<file path="config.mk">
export PLATFORM = sky130hd
export DESIGN_NAME = wrap_select
export DESIGN_NICKNAME = d
export VERILOG_FILES = /design/src/rtl/wrap_select.sv
export SDC_FILE = /design/constraint.sdc
export NUM_CORES = 1
export LEC_CHECK = 0
export BUFFER_PORTS_ARGS = -buffer_cell sky130_fd_sc_hd__buf_2
export CORE_MARGIN = 2
export CORE_UTILIZATION = 30
export CTS_CLUSTER_DIAMETER = 100
export CTS_CLUSTER_SIZE = 30
export DETAILED_ROUTE_END_ITERATION = 8
export SLEW_MARGIN = 10
export SYNTH_ARGS = -nofsm -noshare
export SYNTH_HDL_FRONTEND = slang
export SYNTH_SLANG_ARGS = --single-unit
</file>
<file path="constraint.sdc">
create_clock -name clk -period 6.07 [get_ports clk]
set_clock_uncertainty 0.15 [all_clocks]
set_input_delay 0.3035 -clock clk [delete_from_list [all_inputs] [get_ports clk]]
set_output_delay 0.3035 -clock clk [all_outputs]
set_load 0.005 [all_outputs]
</file>
<file path="src/rtl/wrap_select.sv">
// Round-robin wrap scheduler feeding fetch: picks one eligible wrap per load and
// tracks per-wrap instruction-cache sleep and instruction-queue credits.
module wrap_select #(
   parameter int NUM_WRAPS_PER_CORE = 4,
   parameter int IQ_DEPTH           = 4
) (
   input  logic                                  clk,
   input  logic                                  reset_n,
   input  logic [NUM_WRAPS_PER_CORE-1:0]         wrap_enable,
   input  logic                                  icache_miss_valid,
   input  logic [$clog2(NUM_WRAPS_PER_CORE)-1:0] icache_miss_wrap_id,
   input  logic                                  icache_fill_valid,
   input  logic [$clog2(NUM_WRAPS_PER_CORE)-1:0] icache_fill_wrap_id,
   input  logic [NUM_WRAPS_PER_CORE-1:0]         iq_dequeue,
   input  logic                                  ifetch_ready,
   output logic                                  select_valid,
   output logic [NUM_WRAPS_PER_CORE-1:0]         selected_wrap_oh,
   output logic [$clog2(NUM_WRAPS_PER_CORE)-1:0] selected_wrap_id
);

   localparam int N    = NUM_WRAPS_PER_CORE;
   localparam int ID_W = $clog2(N);
   localparam int CW   = $clog2(IQ_DEPTH + 1);
   localparam int SW   = CW + 2;
   localparam logic [CW-1:0]   CREDIT_MAX = CW'(IQ_DEPTH);
   localparam logic [ID_W-1:0] LAST_ID    = ID_W'(N - 1);

   logic [N-1:0]          sleep_reg, sleep_next;
   logic [N-1:0][CW-1:0]  credit_reg, credit_next;
   logic [ID_W-1:0]       last_grant_reg;
   logic                  valid_reg;
   logic [N-1:0]          oh_reg;
   logic [ID_W-1:0]       id_reg;

   logic [N-1:0]          eligible;
   logic [N-1:0]          pick_oh;
   logic                  pick_found;
   logic [ID_W-1:0]       pick_id;
   logic                  load;
   logic                  cancel;

   assign load   = !valid_reg || ifetch_ready;
   // A stalled selection is withdrawn if its wrap misses or is disabled.
   assign cancel = valid_reg && !ifetch_ready &&
                   ((icache_miss_valid && (icache_miss_wrap_id == id_reg)) || !wrap_enable[id_reg]);

   always_comb begin
      logic [ID_W-1:0] cand;
      pick_found = 1'b0;
      pick_id    = '0;
      cand       = '0;
      for (int k = 1; k <= N; k++) begin
         cand = ID_W'((int'(last_grant_reg) + k) % N);
         if (!pick_found && eligible[cand]) begin
            pick_found = 1'b1;
            pick_id    = cand;
         end
      end
   end

   for (genvar gi = 0; gi < N; gi++) begin : g_wrap
      logic          take;
      logic          give_back;
      logic [SW-1:0] credit_sum;

      assign eligible[gi] = wrap_enable[gi] && !sleep_reg[gi] && (credit_reg[gi] != '0);
      assign pick_oh[gi]  = pick_found && (pick_id == ID_W'(gi));

      assign take       = load && pick_oh[gi];
      assign give_back  = cancel && (id_reg == ID_W'(gi));
      // Never underflows: a wrap is only taken while its credit is non-zero.
      assign credit_sum = SW'(credit_reg[gi]) + SW'(iq_dequeue[gi]) + SW'(give_back) - SW'(take);
      assign credit_next[gi] = (credit_sum > SW'(IQ_DEPTH)) ? CREDIT_MAX : credit_sum[CW-1:0];

      // Miss takes priority over a same-cycle fill for the same wrap.
      assign sleep_next[gi] = (icache_miss_valid && (icache_miss_wrap_id == ID_W'(gi))) ? 1'b1 :
                              (icache_fill_valid && (icache_fill_wrap_id == ID_W'(gi))) ? 1'b0 :
                              sleep_reg[gi];
   end

   always_ff @(posedge clk or negedge reset_n) begin
      if (!reset_n) begin
         sleep_reg  <= '0;
         credit_reg <= {N{CREDIT_MAX}};
      end else begin
         sleep_reg  <= sleep_next;
         credit_reg <= credit_next;
      end
   end

   always_ff @(posedge clk or negedge reset_n) begin
      if (!reset_n) begin
         valid_reg      <= 1'b0;
         oh_reg         <= '0;
         id_reg         <= '0;
         last_grant_reg <= LAST_ID;
      end else if (load) begin
         valid_reg <= pick_found;
         oh_reg    <= pick_oh;
         id_reg    <= pick_id;
         if (pick_found) begin
            last_grant_reg <= pick_id;
         end
      end else if (cancel) begin
         valid_reg <= 1'b0;
         oh_reg    <= '0;
         id_reg    <= '0;
      end
   end

   assign select_valid     = valid_reg;
   assign selected_wrap_oh = oh_reg;
   assign selected_wrap_id = id_reg;

endmodule

</file>
==> summary.md, run 1 <==
| Metric | Value |
|---|---|
| Final Critical Period | `3300 ps` |
| GRT Total Usage | `10.7%` |
| Total of max-cap violations | `0` |
| Mapped Cells | `196` |
| Arrival @ worst endpoint | `between 3000 and 4000 ps` |
| Vias in the first global route | `1359` |
| Syn avg cell area | `roughly 9.7 sq um` |
| Starting Density | `31.5%` |
| CTS Buf Count | `3` |
| Post-DR vias/cell | `4.51` |
| CTS Sinks | `25` |
| Row count | `28` |
| Critical-path top delay cell | `dfstp_2` |
| Core ar. | `roughly 6000 sq um` |
| Wire length per cell | `12.0 microns` |
| Final setup vio count | `0` |
| Post-synth ARST share | `100%` |
| Buf/Inv on CP | `2` |
| P_leak | `1.03 nW` |
| P&R area growth vs syn | `14.1%` |
| Clk buf depth | `2` |
| Fraction of layout cells with a size suffix above 1 | `23.2%` |
| Primary FF master, synth | `dfrtp_1` |
| Setup bufs post-CTS | `0` |
| Worst ir drop on vdd | `0.150 mV` |
| Busiest layer in global routing | `met2` |
| Status | `complete, no violations` |
| Pwr Total | `0.838 mW` |
| H-Tree Depth | `1` |
| Full die area | `roughly 7000 sq um` |
| Seq/Total Area, Yosys | `33.3%` |
| Antenna violations before repair | `0` |
| Antenna cells | `0` |
| Cell Chain, Critical Path | `nor3_1, or3_4, a41o_2, or2_4, nor2_1, ha_1, inv_1, fa_1, inv_1, fa_1, nand2_1, nor2_1, o21ai_0, nor2_1` |
| First-pass GRT wire length | `between 6000 and 7000 microns` |
| Number of flops mapped to enable cells by yosys | `0` |
| Worst skew pair latency | `280 ps` |
| Tcrit/Tclk final | `54.3%` |
| Die Y | `83.6 microns` |
| CTS root buf | `clkbuf_8` |
| Via count | `around 1300` |
| Final core utilization | `36.0%` |
| Worst setup EP type | `flip-flop` |
| GPL Wtd Cong | `0.815` |
| Max reg flops | `12` |
| Gate power share | `53.7%` |
| Slew @ Worst Pin | `579 ps` |
| Final hold violation count | `0` |
| Clk network pwr share | `~12%` |
| Switch share | `42.5%` |
| CP Max Fanout | `6` |
| Power Internal | `about 0.48 mW` |
| Post-DP Area | `about 2100 sq um` |
| Fin nets | `270` |
| DR pass1 iterations | `4` |
| Unrepaired setup endpoints after global routing | `false` |
| #FFs+latches synth | `25` |
| CP top delay family | `simple AND/OR/NAND/NOR gates` |
| Final TNS setup | `0 ps` |
| Design area | `around 2200 sq um` |
| Post-CTS sizing | `0` |
| Syn_nets | `between 200 and 250` |
| Fmax | `around 0.3 GHz` |
| Clock-pin slew on the worst setup and hold paths | `90 ps` |
| Synth cell types | `42` |
| M3 GR Usage | `under 10%` |
| PwrDens | `387 nW/um^2` |
| M1 GR Usage | `13.9%` |
| First DRT Iteration DRCs | `32` |
| Slowest stage delay, CP | `540 ps` |
| Gr ovfl total | `0` |
| CTS tree | `yes` |
| Relative slew slack | `61.4%` |
| CP Class | `reg2reg` |
| Dpl hpwl | `3010 microns` |
| Buffers on Ports | `23` |
| Ys Warns | `0` |
| Switching pwr | `about 0.36 mW` |
| Largest net degree at the start of global routing | `26` |
| Seq pwr share | `34.0%` |
| Slew Limit Fails | `0` |
| Fin Hold WS | `119 ps` |
| Worst hold-check path type | `in2reg` |
| Top Ports | `24` |
| Most used cell, CP | `nor2_1` |
| Die X-Extent | `83.6 microns` |
| DRC viols | `0` |
| WL final | `around 3600 microns` |
| CP required | `6080 ps` |
| GR Util met2 | `17.3%` |
| Antenna-violating nets left | `0` |
| Type of origin of the critical path | `flip-flop` |
| Syn Std Cell Area | `1900 sq um` |
## final cells by class
type / count / area [sq um]
flip-flops and latches: 25 / 633
inverters: 36 / 135
repair buffers: 24 / 125
clock buffers: 3 / 41.3
fillers: 632 / 3860
multi-input cells: 135 / 1130
well taps: 75 / 93.8
clock inverters: 1 / 7.51
## power groups by stage
stage                     Clock, mW  Combinational [mW]  Sequential, mW
after global routing          0.115               0.523           0.295
final                         0.103               0.450           0.285
after detailed placement          0               0.459           0.290
after global placement            0               0.452           0.289
after CTS                     0.108               0.462           0.287
after floorplan                   0               0.354           0.276
## stage by stage
| step | worst slack [ps] | cells |
|---|---|---|
| 3_3_place_gp | 2780 | 294 |
| 5_1_grt | 2570 | 299 |
| 4_1_cts | 2740 | 299 |
| 2_1_floorplan | 3030 | 196 |
| 6_report | 2770 | 299 |
| 3_5_place_dp | 2750 | 294 |
## cells in the final DEF (no fill, tap or decap), drive strengths merged, types with 5 or more instances in the layout
cell / count
buf: 23
ha: 20
fa: 8
inv: 36
nand3: 5
dfstp: 6
nand2b: 5
nand2: 16
a21oi: 5
o21ai: 16
xnor2: 7
dfrtp: 19
nor2: 16
nor3: 5
## per-layer routing
layer	vias up	part of all wire, %
met5	-	0
met3	11	3.1
met4	0	2.2
li1	704	-
met2	20	47
met1	614	48
## what timing repair did
action,in CTS,in global routing
hold endpoints to repair,19,0
hold buffers,1,0
endpoints found under the setup margin,0,0
## cell families after synthesis
| family | synth area share, % |
|---|---|
| AND/OR/NAND/NOR | 19.2 |
| multiplexers | 1.19 |
| buffers and inverters | 7.11 |
| XOR/XNOR | 4.15 |
| AO/OA/AOI/OAI | 13.4 |
| flip-flops | 33.3 |
| adder cells (fa/ha/maj) | 21.6 |
## Yosys cell counts (5+ instances only)
library cell	number	area (sq um)
nand2_1	15	56.3
o21ai_0	8	40.0
inv_1	35	131
o21ai_1	7	35.0
xnor2_1	7	61.3
a21oi_1	5	25.0
dfstp_2	6	158
dfrtp_1	19	475
nand3_1	5	25.0
nor2_1	15	56.3
ha_1	20	250
fa_1	8	160
## path summary, 6_finish.rpt
check                                        from                end  slack (ps)  cells past startpoint
max reg2reg                         credit_reg[8]      credit_reg[9]        2770                     14
max                                 credit_reg[8]      credit_reg[9]        2770                     14
min                        icache_miss_wrap_id[1]       sleep_reg[0]         120                      2
min in group asynchronous                 reset_n      credit_reg[1]         400                      2
max in group asynchronous                 reset_n     credit_reg[11]        4990                      2
min reg2reg                     last_grant_reg[0]  last_grant_reg[0]         340                      2
## worst register-to-register path, cell delays in order (launching register included)
cell and delay (ps):
dfstp_2 540, nor3_1 60, or3_4 360, a41o_2 260, or2_4 270, nor2_1 120
ha_1 230, inv_1 70, fa_1 180, inv_1 50, fa_1 380, nand2_1 80
nor2_1 40, o21ai_0 310, nor2_1 80
(Power assumes the default switching activity.)
==> run 2: changes to the inputs <==
- clock period: 6.07 -> 3.2 ns (I/O delays scaled with it)
==> run 2 against run 1 <==
Sequential power up 82%. Global-route usage up 0.34 points. Hold slack worse by 110 ps. Wire length up 16%. Total power up 130%. Combinational power rose to 2.8 times the previous value. Largest power group unchanged. Critical path type unchanged. Utilization up 5.1 points. Count of clock-buffer cells in the layout unchanged.
==> summary.md, run 2 (same netlist as run 1, synthesis figures left out) <==
| Metric | Value |
|---|---|
| Fmax | `about 0.32 GHz` |
| Arrival @ worst endpoint | `3210 ps` |
| Tcrit/Tclk final | `between 90% and 100%` |
| Worst skew pair latency | `270 ps` |
| Row count | `28` |
| Buffers on Ports | `23` |
| GPL Wtd Cong | `a little under 0.8` |
| Buf/Inv on CP | `3` |
| Fin nets | `approximately 290` |
| Slew Limit Fails | `0` |
| Most used cell, CP | `fa_2` |
| Slowest stage delay, CP | `about 430 ps` |
| H-Tree Depth | `1` |
| Antenna-violating nets left | `0` |
| Commonest non-fill, non-tap cell in the layout | `inv_1` |
| Post-DR vias/cell | `4.60` |
| Slew @ Worst Pin | `around 550 ps` |
| Via count | `1464` |
| Starting Density | `31.5%` |
| CP required | `3270 ps` |
| PwrDens | `791 nW/um^2` |
| Total of max-cap violations | `0` |
| Vias in the first global route | `~1400` |
| CP Class | `reg2reg` |
| Wire length per cell | `roughly 13 microns` |
| Antenna cells | `0` |
| Worst r2r src | `credit_reg[4]` |
| Max reg flops | `12` |
| Post-DP Area | `roughly 2200 sq um` |
| Final setup vio count | `0` |
| DR pass1 iterations | `4` |
| CTS Sinks | `25` |
| CTS root buf | `clkbuf_8` |
| First-pass GRT wire length | `6310 microns` |
| Filler cell count | `between 500 and 600` |
| Most frequent cells in the layout | `inv_1, buf_2, dfrtp_1` |
| Antenna violations before repair | `0` |
| Fraction of layout cells with a size suffix above 1 | `42.0%` |
| CTS tree | `yes` |
| Top Ports | `24` |
| P_leak | `between 1 and 1.5 nW` |
| P&R area growth vs syn | `30.2%` |
| CTS Buf Count | `3` |
| Design area | `2470 sq um` |
| Clock-pin slew on the worst setup and hold paths | `roughly 90 ps` |
| Final hold violation count | `0` |
| Critical-path top delay cell | `a221o_2` |
| Largest net degree at the start of global routing | `26` |
| Type of origin of the critical path | `flip-flop` |
| Placed insts | `304` |
| Cell Chain, Critical Path | `or3_4, nand2_4, nor2_2, a221o_2, nor2_1, ha_1, inv_2, fa_2, inv_1, fa_2, xnor2_1, nand3_1, buf_4` |
| Worst hold-check path type | `in2reg` |
| Hold path startpoint | `icache_miss_valid` |
| Gr ovfl total | `0` |
| CP top delay family | `simple AND/OR/NAND/NOR gates` |
| GRT Total Usage | `around 11%` |
| Worst setup EP type | `flip-flop` |
| Worst ir drop on vdd | `0.386 mV` |
| DRC viols | `0` |
| Final std cells w/o fill | `between 300 and 400` |
| CP Max Fanout | `3` |
| First DRT Iteration DRCs | `32` |
| Status | `complete, no violations` |
| Die Y | `83.6 microns` |
| Dpl hpwl | `3150 microns` |
| Die X-Extent | `83.6 microns` |
| Clk buf depth | `2` |
| Critical path origin | `credit_reg[4]` |
| Full die area | `roughly 7000 sq um` |
| Final Critical Period | `3140 ps` |
| Core ar. | `~6000 sq um` |
| Relative slew slack | `63.4%` |
| WL final | `slightly above 4000 microns` |
run 2: cell types whose count changed in the layout (fill, tap and decap cells not counted), sizes merged:
cell         before  now
dlygate4sd3       1    3
buf              23   40
run 2: path summary, 6_finish.rpt:
path	to	slack, ps	cells after the start
max	credit_reg[2]	60	13
min	sleep_reg[2]	10	3
max reg2reg	credit_reg[2]	60	13
min reg2reg	selected_wrap_oh[3]	330	2
max in group asynchronous	credit_reg[8]	2270	2
min in group asynchronous	credit_reg[1]	250	2
run 2: repair_timing:
| item | in CTS | in global routing |
|---|---|---|
| cloned | 0 | 0 |
| setup endpoints to repair | 2 | 12 |
| buffers inserted | 2 | 5 |
| resized for setup | 1 | 43 |
| hold buffers | 3 | 0 |
| hold endpoints to repair | 20 | 0 |
| pin swaps | 1 | 23 |
run 2: layout make-up:
type	count	area, sq um	share of cell area (%)
inverters	36	135	5.46
clock buffers	3	41.3	1.67
well taps	75	93.8	3.79
clock inverters	1	7.51	0.303
flip-flops and latches	25	633	25.6
multi-input cells	135	1280	51.8
repair buffers	43	280	11.3
run 2: stage by stage:
| stage | util [%] | total power [mW] | TNS, ps | worst slack [ps] | hold WS [ps] |
|---|---|---|---|---|---|
| after floorplan | - | 1.19 | 0 | 157 | -286 |
| after global placement | 36.2 | 1.47 | -104 | -53.5 | 36.8 |
| after detailed placement | 36.2 | 1.49 | -49.7 | -27.1 | 30.2 |
| after CTS | 37.8 | 1.71 | 0 | 27.1 | 16.7 |
| after global routing | 41.1 | 2.13 | -91.5 | -36.4 | 29.3 |
| final | 41.1 | 1.96 | 0 | 64.3 | 13.4 |
run 2: where the power goes:
group          switching, mW  internal, mW
Sequential            0.0833         0.436
Clock                  0.104        0.0884
Combinational          0.640         0.604
Total                  0.827          1.13
run 2: layer usage:
metal / vias up / global-route usage [%] / share of wire (%)
li1: 734 / - / -
met1: 696 / 14.3 / 44
met2: 24 / 18.9 / 51
met3: 10 / 2.08 / 2.9
met4: 0 / 3.08 / 2.1
met5: - / 0 / 0
run 2: worst min-delay path, delay by kind of cell:
| kind | cells | cell delay (ps) |
|---|---|---|
| buffers and inverters | 1 | 110 |
| and+or+nand+nor | 2 | 140 |
